`config.mk`:
```
export PLATFORM = sky130hd
export DESIGN_NAME = i2c_target_regs
export DESIGN_NICKNAME = d
export VERILOG_FILES = /design/src/rtl/i2c_target_regs.sv
export SDC_FILE = /design/constraint.sdc
export NUM_CORES = 1
export LEC_CHECK = 0
export BUFFER_PORTS_ARGS = -buffer_cell sky130_fd_sc_hd__buf_4
export CAP_MARGIN = 10
export CORE_ASPECT_RATIO = 1.4
export CORE_UTILIZATION = 55
export CTS_BUF_LIST = sky130_fd_sc_hd__clkbuf_8
export DETAILED_ROUTE_END_ITERATION = 16
export PLACE_DENSITY = 0.72
export SLEW_MARGIN = 10
export SYNTH_ARGS = -nofsm -noshare
export SYNTH_HDL_FRONTEND = slang
export SYNTH_SLANG_ARGS = --single-unit
```
`constraint.sdc`:
```
create_clock -name clk -period 2.38 [get_ports clk]
set_input_delay 0.595 -clock clk [delete_from_list [all_inputs] [get_ports clk]]
set_output_delay 0.595 -clock clk [all_outputs]
set_load 0.01 [all_outputs]
```
`src/rtl/i2c_target_regs.sv`:
```
// i2c_target_regs: I2C target (responder) that decodes START/address/pointer/data
// from oversampled SCL/SDA, ACKs its own address and writes a byte register file.
// The host side reads the same array through a registered port.
// Optional feature: define I2C_READ_EN to build the I2C read path (RDATA/RDATA_ACK);
// without it a matching address with R/W=1 is NACKed and the target goes quiet.
module i2c_target_regs #(
  parameter logic [6:0] DEV_ADDR = 7'h3B,
  parameter int         REG_AW   = 4,
  parameter logic [7:0] RST_VAL  = 8'h00
) (
  input  logic              clk,
  input  logic              rst,
  input  logic              i2c_scl_i,
  input  logic              i2c_sda_i,
  output logic              i2c_sda_o,
  output logic              i2c_sda_t,
  input  logic [REG_AW-1:0] host_raddr,
  output logic [7:0]        host_rdata,
  output logic              wr_stb,
  output logic [REG_AW-1:0] wr_idx,
  output logic [7:0]        wr_data,
  output logic              busy
);

  localparam int DEPTH = 1 << REG_AW;
`ifdef I2C_READ_EN
  localparam bit RD_EN = 1'b1;
`else
  localparam bit RD_EN = 1'b0;
`endif

  typedef enum logic [3:0] {
    IDLE, ADDR, ADDR_ACK, PTR, PTR_ACK, WDATA, WDATA_ACK, RDATA, RDATA_ACK, IGNORE
  } state_t;

  state_t            state;
  state_t            state_nxt;
  logic              scl_p0, scl_p1, scl_p2;
  logic              sda_p0, sda_p1, sda_p2;
  logic              scl_rise, scl_fall, start_cond, stop_cond;
  logic [3:0]        bit_cnt;
  logic [7:0]        shift;
  logic [7:0]        byte_in;
  logic              addr_ack;
  logic [REG_AW-1:0] pointer;
  logic              sda_t_q;
  logic              sda_t_nxt;
  logic [7:0]        regfile [DEPTH];
`ifdef I2C_READ_EN
  logic [7:0]        tx;
  logic              master_ack;
`endif

  // p0/p1: two-flop synchroniser; p2: one-cycle history for edge detection
  always_ff @(posedge clk) begin
    if (rst) begin
      scl_p0 <= 1'b1;
      scl_p1 <= 1'b1;
      scl_p2 <= 1'b1;
      sda_p0 <= 1'b1;
      sda_p1 <= 1'b1;
      sda_p2 <= 1'b1;
    end else begin
      scl_p0 <= i2c_scl_i;
      scl_p1 <= scl_p0;
      scl_p2 <= scl_p1;
      sda_p0 <= i2c_sda_i;
      sda_p1 <= sda_p0;
      sda_p2 <= sda_p1;
    end
  end

  assign scl_rise   = scl_p1 & ~scl_p2;
  assign scl_fall   = ~scl_p1 & scl_p2;
  assign start_cond = scl_p1 & scl_p2 & sda_p2 & ~sda_p1;
  assign stop_cond  = scl_p1 & scl_p2 & ~sda_p2 & sda_p1;
  assign byte_in    = {shift[6:0], sda_p1};
  assign addr_ack   = (shift[7:1] == DEV_ADDR) && (!shift[0] || RD_EN);

  // state register
  always_ff @(posedge clk) begin
    if (rst) state <= IDLE;
    else     state <= state_nxt;
  end

  // next state: START/STOP override everything, byte phases advance on SCL fall
  always_comb begin
    state_nxt = state;
    if (start_cond) begin
      state_nxt = ADDR;
    end else if (stop_cond) begin
      state_nxt = IDLE;
    end else if (scl_fall) begin
      case (state)
        ADDR:      if (bit_cnt == 4'd8) state_nxt = addr_ack ? ADDR_ACK : IGNORE;
`ifdef I2C_READ_EN
        ADDR_ACK:  state_nxt = shift[0] ? RDATA : PTR;
`else
        ADDR_ACK:  state_nxt = PTR;
`endif
        PTR:       if (bit_cnt == 4'd8) state_nxt = PTR_ACK;
        PTR_ACK:   state_nxt = WDATA;
        WDATA:     if (bit_cnt == 4'd8) state_nxt = WDATA_ACK;
        WDATA_ACK: state_nxt = WDATA;
`ifdef I2C_READ_EN
        RDATA:     if (bit_cnt == 4'd8) state_nxt = RDATA_ACK;
        RDATA_ACK: state_nxt = master_ack ? RDATA : IGNORE;
`endif
        default:   state_nxt = state;
      endcase
    end
  end

  // SDA drive decision; only changes on a seen SCL fall (or START/STOP release)
  always_comb begin
    sda_t_nxt = sda_t_q;
    if (start_cond || stop_cond) begin
      sda_t_nxt = 1'b1;
    end else if (scl_fall) begin
      case (state)
        ADDR:               if (bit_cnt == 4'd8) sda_t_nxt = ~addr_ack;
        PTR, WDATA:         if (bit_cnt == 4'd8) sda_t_nxt = 1'b0;
`ifdef I2C_READ_EN
        ADDR_ACK:           sda_t_nxt = shift[0] ? ~regfile[pointer][7] : 1'b1;
        RDATA:              sda_t_nxt = (bit_cnt == 4'd8) ? 1'b1 : ~tx[6];
        RDATA_ACK:          sda_t_nxt = master_ack ? ~regfile[pointer][7] : 1'b1;
`endif
        default:            sda_t_nxt = 1'b1;
      endcase
    end
  end

  // bit counting, shifting, pointer, register-file writes and write strobe
  always_ff @(posedge clk) begin
    if (rst) begin
      bit_cnt <= 4'd0;
      shift   <= 8'd0;
      pointer <= '0;
      sda_t_q <= 1'b1;
      busy    <= 1'b0;
      wr_stb  <= 1'b0;
      wr_idx  <= '0;
      wr_data <= 8'd0;
`ifdef I2C_READ_EN
      tx         <= 8'd0;
      master_ack <= 1'b0;
`endif
      for (int i = 0; i < DEPTH; i++) regfile[i] <= RST_VAL;
    end else begin
      wr_stb  <= 1'b0;
      sda_t_q <= sda_t_nxt;
      if (start_cond) begin
        bit_cnt <= 4'd0;
      end else if (stop_cond) begin
        bit_cnt <= 4'd0;
        busy    <= 1'b0;
      end else if (scl_rise) begin
        case (state)
          ADDR, PTR, WDATA: begin
            if (bit_cnt < 4'd8) begin
              shift   <= byte_in;
              bit_cnt <= bit_cnt + 4'd1;
            end
            if (state == WDATA && bit_cnt == 4'd7) begin
              regfile[pointer] <= byte_in;
              wr_stb           <= 1'b1;
              wr_idx           <= pointer;
              wr_data          <= byte_in;
              pointer          <= pointer + REG_AW'(1);
            end
          end
`ifdef I2C_READ_EN
          RDATA:     bit_cnt <= bit_cnt + 4'd1;
          RDATA_ACK: master_ack <= ~sda_p1;
`endif
          default: ;
        endcase
      end else if (scl_fall) begin
        case (state)
          ADDR: begin
            if (bit_cnt == 4'd8) begin
              bit_cnt <= 4'd0;
              if (addr_ack) busy <= 1'b1;
            end
          end
          PTR: begin
            if (bit_cnt == 4'd8) begin
              bit_cnt <= 4'd0;
              pointer <= shift[REG_AW-1:0];
            end
          end
          WDATA:     if (bit_cnt == 4'd8) bit_cnt <= 4'd0;
`ifdef I2C_READ_EN
          ADDR_ACK: begin
            if (shift[0]) begin
              tx      <= regfile[pointer];
              bit_cnt <= 4'd0;
            end
          end
          RDATA: begin
            if (bit_cnt == 4'd8) begin
              bit_cnt <= 4'd0;
              pointer <= pointer + REG_AW'(1);
            end else begin
              tx <= {tx[6:0], 1'b0};
            end
          end
          RDATA_ACK: begin
            if (master_ack) begin
              tx      <= regfile[pointer];
              bit_cnt <= 4'd0;
            end
          end
`endif
          default: ;
        endcase
      end
    end
  end

  // host read port, one cycle latency
  always_ff @(posedge clk) begin
    if (rst) host_rdata <= 8'd0;
    else     host_rdata <= regfile[host_raddr];
  end

  assign i2c_sda_o = 1'b0;
  assign i2c_sda_t = sda_t_q;

endmodule

```
==> results_dict.tcl <==
set metrics [dict create \
    outcome "finished clean" \
    cts_buffers 17 \
    crit_path_max_incr_delay_ps 380 \
    worst_r2r_startpoint "scl_p1" \
    post_cts_buffers 0 \
    clock_tree.root_cell "clkbuf_8" \
    grt_max_degree 50 \
    cap_violations 0 \
    portBuffers 30 \
    fillers 1155 \
    p_total_mw 6.28 \
    reg2reg_to "regfile[0][6]" \
    antenna_cells 0 \
    syn_area_um2 8260 \
    syn-mean-instance-area_um2 12.6 \
    critPathKind "reg2reg" \
    cts.sinks 177 \
    cts_buffer_depth 2 \
    min_period_ps 2150 \
    place_congestion 0.903 \
    fmax_ghz 0.464 \
    die-area_um2 15500 \
    hp-start "i2c_sda_i" \
    drt.antenna.violating_nets 0 \
    worstPathMaxFanout 9 \
    synth_area_leaders "edfxtp_1, dfxtp_1, and2_1, mux4_2, mux2i_1" \
    rrSetupSlack_ps 230 \
    globalRoute.totalOverflow 0 \
    synthFlopType "edfxtp_1" \
    period_share_pct 90.5 \
    drc_errors 0 \
    vias 4995 \
    required_ps 2510 \
    crit_path_start_kind "flip-flop" \
    initial_core_util_pct 56.6 \
    grt_pass1_vias 5025 \
    die_w_um 106 \
    drt_iter0_drc 361 \
    synth_cell_types 52 \
    grt_usage_pct 24.6 \
    wirelength_um 18000 \
    clkTransAtPathRegs_ps 90 \
    synth_edf_count 128 \
    ys_async_sr_fraction_pct 0 \
    cts_tree "done" \
    drive_above_1_share_pct 19.5 \
    maxSlewViolCount 0 \
    cp_cell_sequence "ha_1, nand2_1, nor2_1, and3_1, buf_4, and3_1, or2_1" \
    boundaryPins 32 \
    post_drt_wl_per_cell_um 20.6 \
    ys_ff_latch 177 \
    skew_ps 14.2 \
    cp-end-kind "flip-flop" \
    p_per_area_nw_per_um2 693 \
    rows 52 \
    crit_arrival_ps 2290 \
    setup_tns_ps 0 \
    hold_end "sda_p0" \
    p_leak_nw 3.37 \
    hold_viol_final 0 \
    die_h_um 147 \
    cpMaxStageDelayCell "dfxtp_1" \
    synth_top_area_share_pct 46.6 \
    cts.htree.levels 4 \
    peakVddDrop_uv 330 \
    syn-num-nets 672 \
    clkLatencyLatePin_ps 450 \
    final_nets 687 \
    whs_path_depth 2 \
    first_pass_iters 5 \
    min_path_type "in2reg" \
    setup_viol 0 \
    rsz0062_at_grt "no" \
    reg2regPathDepth 7 \
    ys_seq_area_share_pct 58.4 \
    tightestPinTransition_ps 675 \
    antenna_found_initial 0 \
    cpMostUsedCell "and3_1" \
    core_um2 14600 \
    grt_pass1_wl_um 27500 \
    routed_via_density 5.73 \
    syn2layout_area_growth_pct 9.75 \
    synthCells 655 \
    dpl.hpwl_um 12400 \
    yosysTopAreaCell "edfxtp_1" \
    yosys_warnings 0 \
    slew_headroom_pct 54.6 \
]
[report_power, final]
part           total [mW]  internal (mW)  switching [mW]  leakage [nW]
combinational       0.363          0.160           0.203          1.51
clock                2.44           1.39            1.05         0.245
sequential           3.48           3.42          0.0580          1.61
total                6.28           4.97            1.31          3.37
[final cells by class]
cell class,instances,area [um^2],share of cell area (%)
Sequential cell,177,4820,53.3
Multi-Input combinational cell,412,3080,34.0
Timing Repair Buffer,53,398,4.39
Clock buffer,18,248,2.73
Tap cell,189,236,2.61
Clock inverter,14,235,2.60
Inverter,9,33.8,0.373
[registers in the layout, indices dropped and copies added, names as in the netlist, 4 cells and up]
| signal | cells |
|---|---|
| shift | 8 |
| regfile | 128 |
| bit_cnt | 4 |
| state | 4 |
| pointer | 4 |
| wr_idx | 4 |
| wr_data | 8 |
| host_rdata | 8 |
[how the worst max path moves through the flow]
stage,start,to,slack (ps),cells after the start
after global placement,rst,regfile[14][5],230,6
final,scl_p1,regfile[0][6],230,7
after global routing,scl_p1,regfile[0][6],60,7
after CTS,scl_p1,regfile[14][1],170,7
after detailed placement,rst,regfile[14][1],110,6
after floorplan,rst,regfile[10][0],400,7
[cell usage after synthesis (4+ instances only)]
| cell | count |
|---|---|
| nand2_1 | 32 |
| mux2i_1 | 35 |
| buf_6 | 11 |
| nor2b_1 | 11 |
| nand4_1 | 7 |
| o211ai_1 | 8 |
| mux2_2 | 8 |
| a32o_1 | 4 |
| nand3_1 | 6 |
| buf_2 | 8 |
| ha_1 | 9 |
| edfxtp_1 | 128 |
| nor2_1 | 40 |
| dfxtp_1 | 49 |
| mux4_2 | 21 |
| and2_1 | 131 |
| inv_1 | 9 |
| or2_2 | 5 |
| a211oi_1 | 7 |
| and3_4 | 9 |
| a21oi_1 | 8 |
| or2_1 | 16 |
| o21ai_0 | 6 |
| and3_1 | 9 |
| a32oi_1 | 6 |
| clkbuf_1 | 34 |
[layer usage]
layer / track usage, % / wire [um] / part of all wire [%] / up-vias
li1: - / - / - / 2346
met1: 28.4 / 6770 / 38 / 2421
met2: 43.2 / 9490 / 53 / 181
met3: 5.50 / 1080 / 6.0 / 47
met4: 11.9 / 652 / 3.6 / 0
met5: 0 / 0 / 0 / -
[cell families (layout without fill, tap and decap cells)]
group           after synthesis  count (layout)  synth area share [%]
compound gates               54              54                  4.84
xor+xnor                      2               2                 0.212
fa+ha+maj                     9               9                  1.36
buf+inv                      66              94                  4.26
flops                       177             177                  58.4
mux                          64              64                  11.1
other cells                   1               1                0.0454
simple gates                282             282                  19.8
[what timing repair did]
item,in CTS,in global routing
hold buffers,0,0
gates resized for setup,0,2
endpoints found under the setup margin,0,16
[metrics by stage]
stage	utilization [%]	area [um^2]	hold WS [ps]	setup slack, ps	cells
after floorplan	-	8260	389	396	655
after detailed placement	58.8	8570	395	108	840
final	62.2	9060	320	226	872
after global placement	58.8	8570	393	228	840
after CTS	62.1	9050	300	167	872
after global routing	62.2	9060	294	63.1	872
[layout by cell type, fill, tap and decap left out, types with 4 or more instances in the layout]
master,instances
mux2i_1,35
and2_1,131
mux4_2,21
nor2_1,40
and3_4,9
nor2b_1,11
ha_1,9
a32oi_1,6
inv_1,10
buf_4,53
mux2_2,8
a211oi_1,7
o211ai_1,8
a21oi_1,8
nand4_1,7
o21ai_0,6
bufinv_16,6
dfxtp_1,49
nand2_1,32
or2_1,14
a32o_1,4
or2_2,5
and3_1,9
nand3_1,6
clkbuf_8,18
edfxtp_1,128
[critical path, delay by kind of cell (launching register included)]
| kind | cells | cell delay [ps] |
|---|---|---|
| DFF | 1 | 380 |
| buffers and inverters | 1 | 140 |
| adders and majority gates | 1 | 200 |
| and+or+nand+nor | 5 | 1100 |
No activity file was read; power rests on OpenSTA's default activity.
